File: src/rtl/jtframe_romarb_if.sv
// SDRAM read-port bundle between the ROM arbiter (master) and the SDRAM controller (slave).
interface jtframe_romarb_if;
  logic        sdram_req;
  logic        sdram_ack;
  logic [21:0] sdram_addr;
  logic        data_dst;
  logic        data_rdy;
  logic [15:0] data_read;

  modport master (
    output sdram_req, sdram_addr,
    input  sdram_ack, data_dst, data_rdy, data_read
  );

  modport slave (
    input  sdram_req, sdram_addr,
    output sdram_ack, data_dst, data_rdy, data_read
  );
endinterface

File: src/rtl/jtframe_romarb.sv
// jtframe_romarb: N-slot SDRAM ROM read arbiter with a one-word cache per slot.
// Define JTFRAME_ROMARB_RR_EN for round-robin arbitration (default: fixed priority, slot 0 first).
module jtframe_romarb #(
  parameter int                  SLOTS   = 4,
  parameter int                  AW      = 18,
  parameter int                  DW      = 8,
  parameter logic [SLOTS*22-1:0] OFFSETS = '0
) (
  input  logic                clk,
  input  logic                rstn,
  input  logic                downloading,
  input  logic [SLOTS-1:0]    slot_cs,
  input  logic [SLOTS*AW-1:0] slot_addr,
  output logic [SLOTS-1:0]    slot_ok,
  output logic [SLOTS*DW-1:0] slot_dout,
  jtframe_romarb_if.master    sdram
);
  // state   | meaning
  // ST_IDLE | no fetch in flight; arbitrate among pending misses
  // ST_REQ  | sdram_req/sdram_addr held until the controller acks
  // ST_WAIT | request accepted; waiting for data_dst / data_rdy
  typedef enum logic [1:0] {ST_IDLE, ST_REQ, ST_WAIT} state_t;

  localparam int IW = (SLOTS > 1) ? $clog2(SLOTS) : 1;

  state_t           state, state_nxt;
  logic             req_q, req_nxt;
  logic [21:0]      addr_q, addr_nxt;
  logic [IW-1:0]    win, win_nxt;
  logic [AW-1:0]    tag_cap, tag_cap_nxt;
  logic             fill;

  logic [SLOTS-1:0] valid;
  logic [AW-1:0]    tag   [SLOTS];
  logic [15:0]      cache [SLOTS];
  logic [AW-1:0]    wa    [SLOTS];
  logic [SLOTS-1:0] pending;
  logic             found;
  logic [IW-1:0]    sel;

  for (genvar i = 0; i < SLOTS; i++) begin : g_slot
    logic [AW-1:0] a;
    assign a = slot_addr[AW*i +: AW];
    if (DW == 8) begin : g_byte
      assign wa[i] = a >> 1;
      assign slot_dout[DW*i +: DW] = a[0] ? cache[i][15:8] : cache[i][7:0];
    end else begin : g_word
      assign wa[i] = a;
      assign slot_dout[DW*i +: DW] = cache[i];
    end
    // Hit is purely combinational so an address change drops ok in the same cycle.
    assign slot_ok[i] = slot_cs[i] & valid[i] & (tag[i] == wa[i]) & ~downloading;
    assign pending[i] = slot_cs[i] & ~slot_ok[i];
  end

`ifdef JTFRAME_ROMARB_RR_EN
  logic [IW-1:0] rr_ptr;

  always_comb begin
    found = 1'b0;
    sel   = '0;
    for (int k = 1; k <= SLOTS; k++) begin
      if (!found && pending[(int'(rr_ptr) + k) % SLOTS]) begin
        found = 1'b1;
        sel   = IW'((int'(rr_ptr) + k) % SLOTS);
      end
    end
  end

  always_ff @(posedge clk or negedge rstn) begin
    if (!rstn)
      rr_ptr <= '0;
    else if (state == ST_IDLE && state_nxt == ST_REQ)
      rr_ptr <= sel;
  end
`else
  always_comb begin
    found = 1'b0;
    sel   = '0;
    for (int k = SLOTS - 1; k >= 0; k--) begin
      if (pending[k]) begin
        found = 1'b1;
        sel   = IW'(k);
      end
    end
  end
`endif

  always_comb begin
    state_nxt   = state;
    req_nxt     = req_q;
    addr_nxt    = addr_q;
    win_nxt     = win;
    tag_cap_nxt = tag_cap;
    fill        = 1'b0;
    if (downloading) begin
      state_nxt = ST_IDLE;
      req_nxt   = 1'b0;
    end else begin
      case (state)
        ST_IDLE: begin
          if (found) begin
            win_nxt     = sel;
            tag_cap_nxt = wa[sel];
            req_nxt     = 1'b1;
            addr_nxt    = OFFSETS[22*sel +: 22] + 22'(wa[sel]);
            state_nxt   = ST_REQ;
          end
        end
        ST_REQ: begin
          if (sdram.sdram_ack) begin
            req_nxt   = 1'b0;
            state_nxt = ST_WAIT;
          end
        end
        ST_WAIT: begin
          fill = sdram.data_dst;
          if (sdram.data_rdy) state_nxt = ST_IDLE;
        end
        default: state_nxt = ST_IDLE;
      endcase
    end
  end

  always_ff @(posedge clk or negedge rstn) begin
    if (!rstn) begin
      state   <= ST_IDLE;
      req_q   <= 1'b0;
      addr_q  <= '0;
      win     <= '0;
      tag_cap <= '0;
    end else begin
      state   <= state_nxt;
      req_q   <= req_nxt;
      addr_q  <= addr_nxt;
      win     <= win_nxt;
      tag_cap <= tag_cap_nxt;
    end
  end

  // The fill uses the tag captured at grant time, so a requester that moved on re-misses.
  always_ff @(posedge clk or negedge rstn) begin
    if (!rstn) begin
      valid <= '0;
      for (int i = 0; i < SLOTS; i++) begin
        tag[i]   <= '0;
        cache[i] <= '0;
      end
    end else if (downloading) begin
      valid <= '0;
    end else if (fill) begin
      valid[win] <= 1'b1;
      tag[win]   <= tag_cap;
      cache[win] <= sdram.data_read;
    end
  end

  assign sdram.sdram_req  = req_q;
  assign sdram.sdram_addr = addr_q;
endmodule

File: src/flat_wrapper.sv
// flat-port wrapper written by rule: the top's interface ports become plain ports
module jtframe_romarb_flat 
#(
  parameter int                  SLOTS   = 4,
  parameter int                  AW      = 18,
  parameter int                  DW      = 8,
  parameter logic [SLOTS*22-1:0] OFFSETS = '0
)
  (clk, rstn, downloading, slot_cs, slot_addr, slot_ok, slot_dout, sdram_sdram_req, sdram_sdram_addr, sdram_sdram_ack, sdram_data_dst, sdram_data_rdy, sdram_data_read);
  jtframe_romarb_if sdram_i ();
  input  logic clk;
  input  logic rstn;
  input  logic downloading;
  input  logic [SLOTS-1:0] slot_cs;
  input  logic [SLOTS*AW-1:0] slot_addr;
  output logic [SLOTS-1:0] slot_ok;
  output logic [SLOTS*DW-1:0] slot_dout;
  output wire logic [$bits(sdram_i.sdram_req)-1:0] sdram_sdram_req;
  output wire logic [$bits(sdram_i.sdram_addr)-1:0] sdram_sdram_addr;
  input wire logic [$bits(sdram_i.sdram_ack)-1:0] sdram_sdram_ack;
  input wire logic [$bits(sdram_i.data_dst)-1:0] sdram_data_dst;
  input wire logic [$bits(sdram_i.data_rdy)-1:0] sdram_data_rdy;
  input wire logic [$bits(sdram_i.data_read)-1:0] sdram_data_read;
  assign sdram_sdram_req = sdram_i.sdram_req;
  assign sdram_sdram_addr = sdram_i.sdram_addr;
  assign sdram_i.sdram_ack = sdram_sdram_ack;
  assign sdram_i.data_dst = sdram_data_dst;
  assign sdram_i.data_rdy = sdram_data_rdy;
  assign sdram_i.data_read = sdram_data_read;
  jtframe_romarb #(.SLOTS(SLOTS), .AW(AW), .DW(DW), .OFFSETS(OFFSETS)) u_core (.clk(clk), .rstn(rstn), .downloading(downloading), .slot_cs(slot_cs), .slot_addr(slot_addr), .slot_ok(slot_ok), .slot_dout(slot_dout), .sdram(sdram_i));
endmodule
File: config.mk
export PLATFORM = sky130hd
export DESIGN_NAME = jtframe_romarb_flat
export DESIGN_NICKNAME = d
export VERILOG_FILES = /design/src/rtl/jtframe_romarb_if.sv /design/src/rtl/jtframe_romarb.sv /design/src/flat_wrapper.sv
export SDC_FILE = /design/constraint.sdc
export NUM_CORES = 1
export LEC_CHECK = 0
export ABC_CLOCK_PERIOD_IN_PS = 3000
export CORE_ASPECT_RATIO = 1.75
export CORE_MARGIN = 4
export CORE_UTILIZATION = 44
export CTS_CLUSTER_SIZE = 14
export DETAILED_ROUTE_END_ITERATION = 12
export DONT_BUFFER_PORTS = 1
export GPL_ROUTABILITY_DRIVEN = 0
export PLACE_DENSITY = 0.68
export SETUP_SLACK_MARGIN = 0.4
export SLEW_MARGIN = 40
export SYNTH_ARGS = -nofsm -noshare
export SYNTH_HDL_FRONTEND = slang
export SYNTH_SLANG_ARGS = --single-unit
File: constraint.sdc
create_clock -name clk -period 3 [get_ports clk]
set_clock_uncertainty 0.05 [all_clocks]
set_input_delay 0.45 -clock clk [delete_from_list [all_inputs] [get_ports clk]]
set_output_delay 0.45 -clock clk [all_outputs]
set_load 0.05 [all_outputs]
Word-level counts from Yosys, hierarchy flattened
Index checks and enable logic that the tools add are counted.
{"block": "word_totals", "register_bits": 185, "in_bits": 98, "output_inout_bits": 59}
{"block": "classes", "addsub": 1, "mul": 1, "order_cmp": 5, "eq_ne": 9, "shift": 1, "mux": 36, "bitwise": 24, "n_reduce_logical": 9}
{"op": "$shiftx 88x8->22 const A", "count": 1}
{"op": "$bwmux 72", "count": 1}
{"op": "$eq 18x17->1", "count": 4}
{"op": "$bwmux 64", "count": 1}
{"op": "$mux 18", "count": 3}
{"op": "$bmux 18 s2", "count": 1}
{"op": "$demux 18 s2", "count": 1}
{"op": "$demux 16 s2", "count": 1}
{"op": "$mux 8", "count": 4}
{"op": "$add 22x18->22", "count": 1}
{"op": "$and 1x1->1", "count": 16}
{"op": "$mux 16", "count": 1}
{"op": "$mux 2", "count": 8}
{"op": "$mux 1", "count": 10}
{"op": "$reduce_and 3->1", "count": 3}
{"op": "$mux 4", "count": 2}
{"op": "$ge 3x3->1 const B", "count": 2}
{"op": "$mul 4x2->6 const A", "count": 1}
{"op": "$ne 3x3->1 const B", "count": 2}
{"op": "$not 2->3", "count": 2}
{"op": "$pmux 2 s3", "count": 1}
{"op": "$not 1->1", "count": 5}
{"op": "$or 4x4->4", "count": 1}
{"op": "$lt 2x3->1 const B", "count": 1}
{"op": "12 further kinds", "count": 13}

Longest topological paths before layout
{"block": "logic_depth", "depth_word": 14, "ltp_mapped": 9, "mapped_depth_nobuf": 7}

Least setup slack after synthesis
OpenSTA, ideal clock, no wires.
{"block": "synth_timing", "path_kind": "input-to-output", "start": "input port slot_addr[32]", "end": "output port slot_ok[1]", "arrival_time_ps": 2612, "required_ps": 2500, "setup_slack_ps": -112, "stages": 4, "n_path_buf": 0, "path_cell_list": "xor2_1 > nor4_1 > nand3_1 > nor4_1"}
{"block": "synth_between", "elab_chain_len": 3}
{"item": "from (decl)", "line": "flat_wrapper.sv:15", "text": "input logic [SLOTS*AW-1:0] slot_addr;"}
{"item": "$eq 18x17->1", "line": "jtframe_romarb.sv:52", "text": "assign slot_ok[i] = slot_cs[i] & valid[i] & (tag[i] == wa[i]) & ~downloading;"}
{"item": "$and 1x1->1 (2 in a row)", "line": "jtframe_romarb.sv:52"}
{"item": "to (decl)", "line": "flat_wrapper.sv:16", "text": "output logic [SLOTS-1:0] slot_ok;"}
No other way between the ends.

Worst setup path after layout
{"block": "layout_timing", "start": "register u_core.tag[48] (netlist bit)", "end": "register u_core.addr_q[6], in the netlist u_core.sdram.sdram_addr[6]"}
{"block": "layout_between", "elab_chain_len": 12, "word_cells_on_any_way": 17, "classes_between": "add/sub: 1; mul: 1; eq/ne: 1; shift: 1; mux: 7; bitwise: 5; reduce/logical: 1"}
{"item": "from (decl)", "line": "jtframe_romarb.sv:34", "text": "logic [AW-1:0] tag [SLOTS];"}
{"item": "from (signal, indexed assignment)", "line": "jtframe_romarb.sv:153", "text": "tag[win] <= tag_cap;"}
{"item": "$eq 18x17->1 *", "line": "jtframe_romarb.sv:52"}
{"item": "$and 1x1->1 * (2 in a row)", "line": "jtframe_romarb.sv:52"}
{"item": "$not 1->1 *", "line": "jtframe_romarb.sv:53", "text": "assign pending[i] = slot_cs[i] & ~slot_ok[i];"}
{"item": "$and 1x1->1 *", "line": "jtframe_romarb.sv:53"}
{"item": "branches (longest 7 deep; another with $add 22x18->22)"}
{"item": "to (signal assigned)", "line": "jtframe_romarb.sv:135", "text": "addr_q <= addr_nxt;"}
{"item": "to (decl)", "line": "jtframe_romarb.sv:28", "text": "logic [21:0] addr_q, addr_nxt;"}
Every way passes the cells marked *. The select of a mux whose other input is x is not followed.
A chain may end at the register's enable or synchronous reset.

==> results_tabular.tex <==
\begin{tabular}{lr}
\hline
Metric & Value \\
\hline
\multicolumn{2}{l}{\textbf{Yosys}} \\
Synth Area in Adders & 0 \\
Fraction of synthesized cell area in xor and xnor cells & 0.07745 \\
Avg Inst Size Synth & 12.73 um\^{}2 \\
Share of the yosys chip area belonging to registers & 0.5142 \\
Simple-gate portion of the synthesized area & 0.06427 \\
Post-synthesis cell area & 7690 um\^{}2 \\
Number of cells produced by synthesis & 604 \\
Number of distinct library cell variants in the gate-level netlist after synthesis & 33 \\
Largest family of logic cells by synthesized area & multiplexers \\
Share of cell area taken by muxes after synthesis & 0.2402 \\
Seq cells post-synth & 158 \\
Number of synthesis warnings & 0 \\
Compound-gate portion of the synthesized area & 0.07794 \\
\multicolumn{2}{l}{\textbf{Setup path}} \\
R2r startpoint & u\_core.tag[48] \\
Slack of the worst reg-to-reg path & 220 ps \\
Worst reg2reg path depth & 8 \\
Element type at the critical path end & flip-flop \\
Largest fanout on the critical path & 7 \\
Critical path class & flip-flop to flip-flop \\
Data arrival time at the worst-slack endpoint & 3020 ps \\
Data required, critical path & 3240 ps \\
Crit path launch type & flip-flop \\
R2R Path End & u\_core.sdram.sdram\_addr[6] \\
\multicolumn{2}{l}{\textbf{Clock network}} \\
Maximum level of the CTS H-tree & 4 \\
TritonCTS clock tree & yes \\
Clock-pin transition on the worst setup and hold timing paths & 70 ps \\
Num CTS Buffers & 17 \\
CTS sink cnt & 158 \\
Skew-Pair Late Insertion Delay & 420 ps \\
Root buffer cell & sky130\_fd\_sc\_hd\_\_clkbuf\_16 \\
Buffers from clock root to sink, at most & 2 \\
\multicolumn{2}{l}{\textbf{STA}} \\
Minimum hold slack & -330.0 ps \\
Tcrit/Tclk final & 0.9277 \\
Relative slew margins & 0.5654 \\
Post-layout min period & 2783 ps \\
Number of slew-limit violations in the final report & 0 \\
RSZ-0062 raised after global routing & true \\
Final worst setup slack & 216.8 ps \\
Setup Viol. Count Final & 0 \\
Slew at the pin closest to its max-slew limit & 651.9 ps \\
Maximum clock frequency & 0.3593 GHz \\
Final hold violations & 158 \\
\multicolumn{2}{l}{\textbf{Power}} \\
Comb power frac & 0.182 \\
Switching power summed over all nets & 0.002024 W \\
Clock power frac & 0.354 \\
Internal power consumption & 0.004176 W \\
Fraction of power spent switching nets & 0.3264 \\
Pwr/cell area & 671.1 nW/um\^{}2 \\
Final Total Pwr & 0.006200 W \\
Leak Pwr & 4.318 nW \\
Max VDD drop & 0.4118 mV \\
Fraction of power consumed by sequential logic & 0.464 \\
\multicolumn{2}{l}{\textbf{Detailed routing}} \\
Number of optimization iterations in the first detailed-route pass & 4 \\
Detail Route Antenna Nets & 0 \\
Final routed DRC violation total & 0 \\
Routed length per placed instance & 25.75 um \\
Total vias in the final route & 5198 \\
Total Routed Length & 22450 um \\
Detailed Route Iter0 Violations & 253 \\
Detailed-route vias per instance & 5.961 \\
\multicolumn{2}{l}{\textbf{Floorplanning}} \\
Area of the die & 19740 um\^{}2 \\
Height of the die & 182.9 um \\
Die width & 107.9 um \\
Num ports & 157 \\
Area of the core & 17030 um\^{}2 \\
Effective utilization at floorplan & 0.4516 \\
Number of rows in the core area & 63 \\
\multicolumn{2}{l}{\textbf{GRT}} \\
GR met3 Demand/Resource & 0.07045 \\
Maximum number of pins on one net before global-route repair & 159 \\
Global-route usage over all layers & 0.2264 \\
Overflow left after global routing & 0 \\
Vias in the first global route & 5766 \\
First-pass GRT wire length & 33720 um \\
Layer with the highest usage & met2 \\
Routing usage on met2 & 0.4033 \\
M1 GR Usage & 0.2241 \\
Number of antenna violations at the first check in global routing & 0 \\
\multicolumn{2}{l}{\textbf{Status}} \\
Violations in the final reports & hold timing \\
Outcome & finished with violations \\
\multicolumn{2}{l}{\textbf{Finish}} \\
Footprint of the flip-flops and latches & 3954 um\^{}2 \\
Multi-input gate area & 3901 um\^{}2 \\
Most common cell after layout, fill and taps aside & sky130\_fd\_sc\_hd\_\_mux2\_2 \\
Post-Route Utilization & 0.5425 \\
Non-filler instance count after layout & 872 \\
Final layout net count & 730 \\
Commonest cells after routing, fill and taps aside & sky130\_fd\_sc\_hd\_\_mux2\_2, sky130\_fd\_sc\_hd\_\_dfrtp\_1, sky130\_fd\_sc\_hd\_\_xor2\_1 \\
Layout fillers & 1431 \\
Number of antenna diodes & 0 \\
Synth-to-Final Area Change & 20.13\% \\
Share of layout cells above drive strength 1 & 0.4465 \\
\multicolumn{2}{l}{\textbf{Place}} \\
Setup WS pre-CTS & -46.55 ps \\
Final HPWL from detailed placement & 16060 um \\
IO Port Bufs & 0 \\
Placed cell count & 829 \\
\multicolumn{2}{l}{\textbf{Run}} \\
Max\_cap viols & 0 \\
\multicolumn{2}{l}{\textbf{Min path}} \\
Path class of the lowest-slack min-delay path & input pin to async pin \\
\hline
\end{tabular}
==> cell type report <==
type,instances,area share
Clock inverter,14,0.01842
Inverter,5,0.002032
Tap cell,227,0.03075
Sequential cell,158,0.4280
Timing Repair Buffer,42,0.05201
Clock buffer,18,0.04646
Multi-Input combinational cell,408,0.4223
==> critical path: stages (launching register included) <==
cell and delay, ps:
sky130_fd_sc_hd__dfrtp_1 400, sky130_fd_sc_hd__xnor2_1 330, sky130_fd_sc_hd__nand4_1 320, sky130_fd_sc_hd__o41a_2 680, sky130_fd_sc_hd__o41ai_4 350, sky130_fd_sc_hd__buf_6 190, sky130_fd_sc_hd__buf_12 120, sky130_fd_sc_hd__buf_16 130
sky130_fd_sc_hd__o31ai_1 90
==> cell usage after synthesis, drive strengths merged <==
master    n  area, um^2
o41ai     3       63.81
xnor2    28       245.2
buf       9       72.56
o31ai    18       135.1
mux2    164        1847
o211a     1       10.01
inv       5       18.77
a221oi   17       148.9
o21a     18       135.1
conb      1       3.750
nand3b    1       7.510
nor4     12       75.07
nand3     9       45.04
a21o      2       15.01
or3      18       112.6
nor2     24       90.09
o22a      1       8.760
xor2     40       350.3
nand2    22       82.58
dfrtp   158        3954
a31oi     2       18.77
nor2b     1       6.260
a21oi     4       20.02
o41a      3       33.78
nand4     7       43.79
and3      1       6.260
clkbuf   28       105.1
o21ai     2       10.01
nor3      5       25.02
==> stage by stage <==
step	instance area [um^2]	hold WS (ps)	TNS [ps]
after floorplan	7724	104.4	0
after global placement	8130	110.4	0
after detailed placement	8130	110.7	-155.2
after CTS	9042	-340.4	0
after global routing	9238	-351.6	0
final	9238	-330.0	0
==> flip-flops by register name, indices dropped and copies added, names as in the netlist <==
name and count:
u_core.tag 68, u_core.cache 64, u_core.sdram.sdram_addr 17, u_core.valid 4
u_core.state 2, u_core.win 2, u_core.sdram.sdram_req 1
==> power by group through the flow <==
| stage | clock network, W | registers (W) | logic (W) |
|---|---|---|---|
| floorplan | 0 | 0.00281 | 0.000836 |
| global placement | 0 | 0.00289 | 0.000970 |
| detailed placement | 0 | 0.00291 | 0.000998 |
| CTS | 0.00224 | 0.00287 | 0.00108 |
| global route | 0.00233 | 0.00291 | 0.00119 |
| finish | 0.00219 | 0.00288 | 0.00113 |
==> kinds of logic (layout without fill, tap and decap cells) <==
logic type      Yosys count  count (layout)
compound gates           71              71
xor+xnor                 68              68
buf+inv                  42              79
flops                   158             158
mux                     164             164
other cells               1               5
simple gates            100             100
==> routing by layer <==
metal	up-vias	share of wire	wire length [um]
li1	2234	-	-
met1	2664	0.32	7212
met2	236	0.54	12070
met3	64	0.084	1888
met4	0	0.057	1282
met5	-	0	0
==> repair_timing <==
item / 4_1_cts / 5_1_grt
gates cloned: 2 / 1
setup buffers: 5 / 3
resized for setup: 44 / 25
pin swaps: 19 / 6
setup endpoints to repair: 25 / 24
hold endpoints to repair: 158 / 158
==> how the worst max path moves through the flow <==
| stage | from | endpoint | slack (ps) | cells past startpoint |
|---|---|---|---|---|
| finish | u_core.tag[48] | u_core.sdram.sdram_addr[6] | 220 | 8 |
| global route | u_core.tag[66] | u_core.sdram.sdram_addr[9] | 170 | 11 |
| CTS | u_core.tag[30] | slot_ok[2] | 270 | 6 |
| detailed placement | slot_addr[53] | u_core.sdram.sdram_addr[2] | -50 | 8 |
| global placement | slot_addr[53] | u_core.sdram.sdram_addr[1] | 30 | 8 |
| floorplan | slot_addr[47] | u_core.sdram.sdram_addr[10] | 400 | 7 |
No activity file was read; power rests on OpenSTA's default activity.
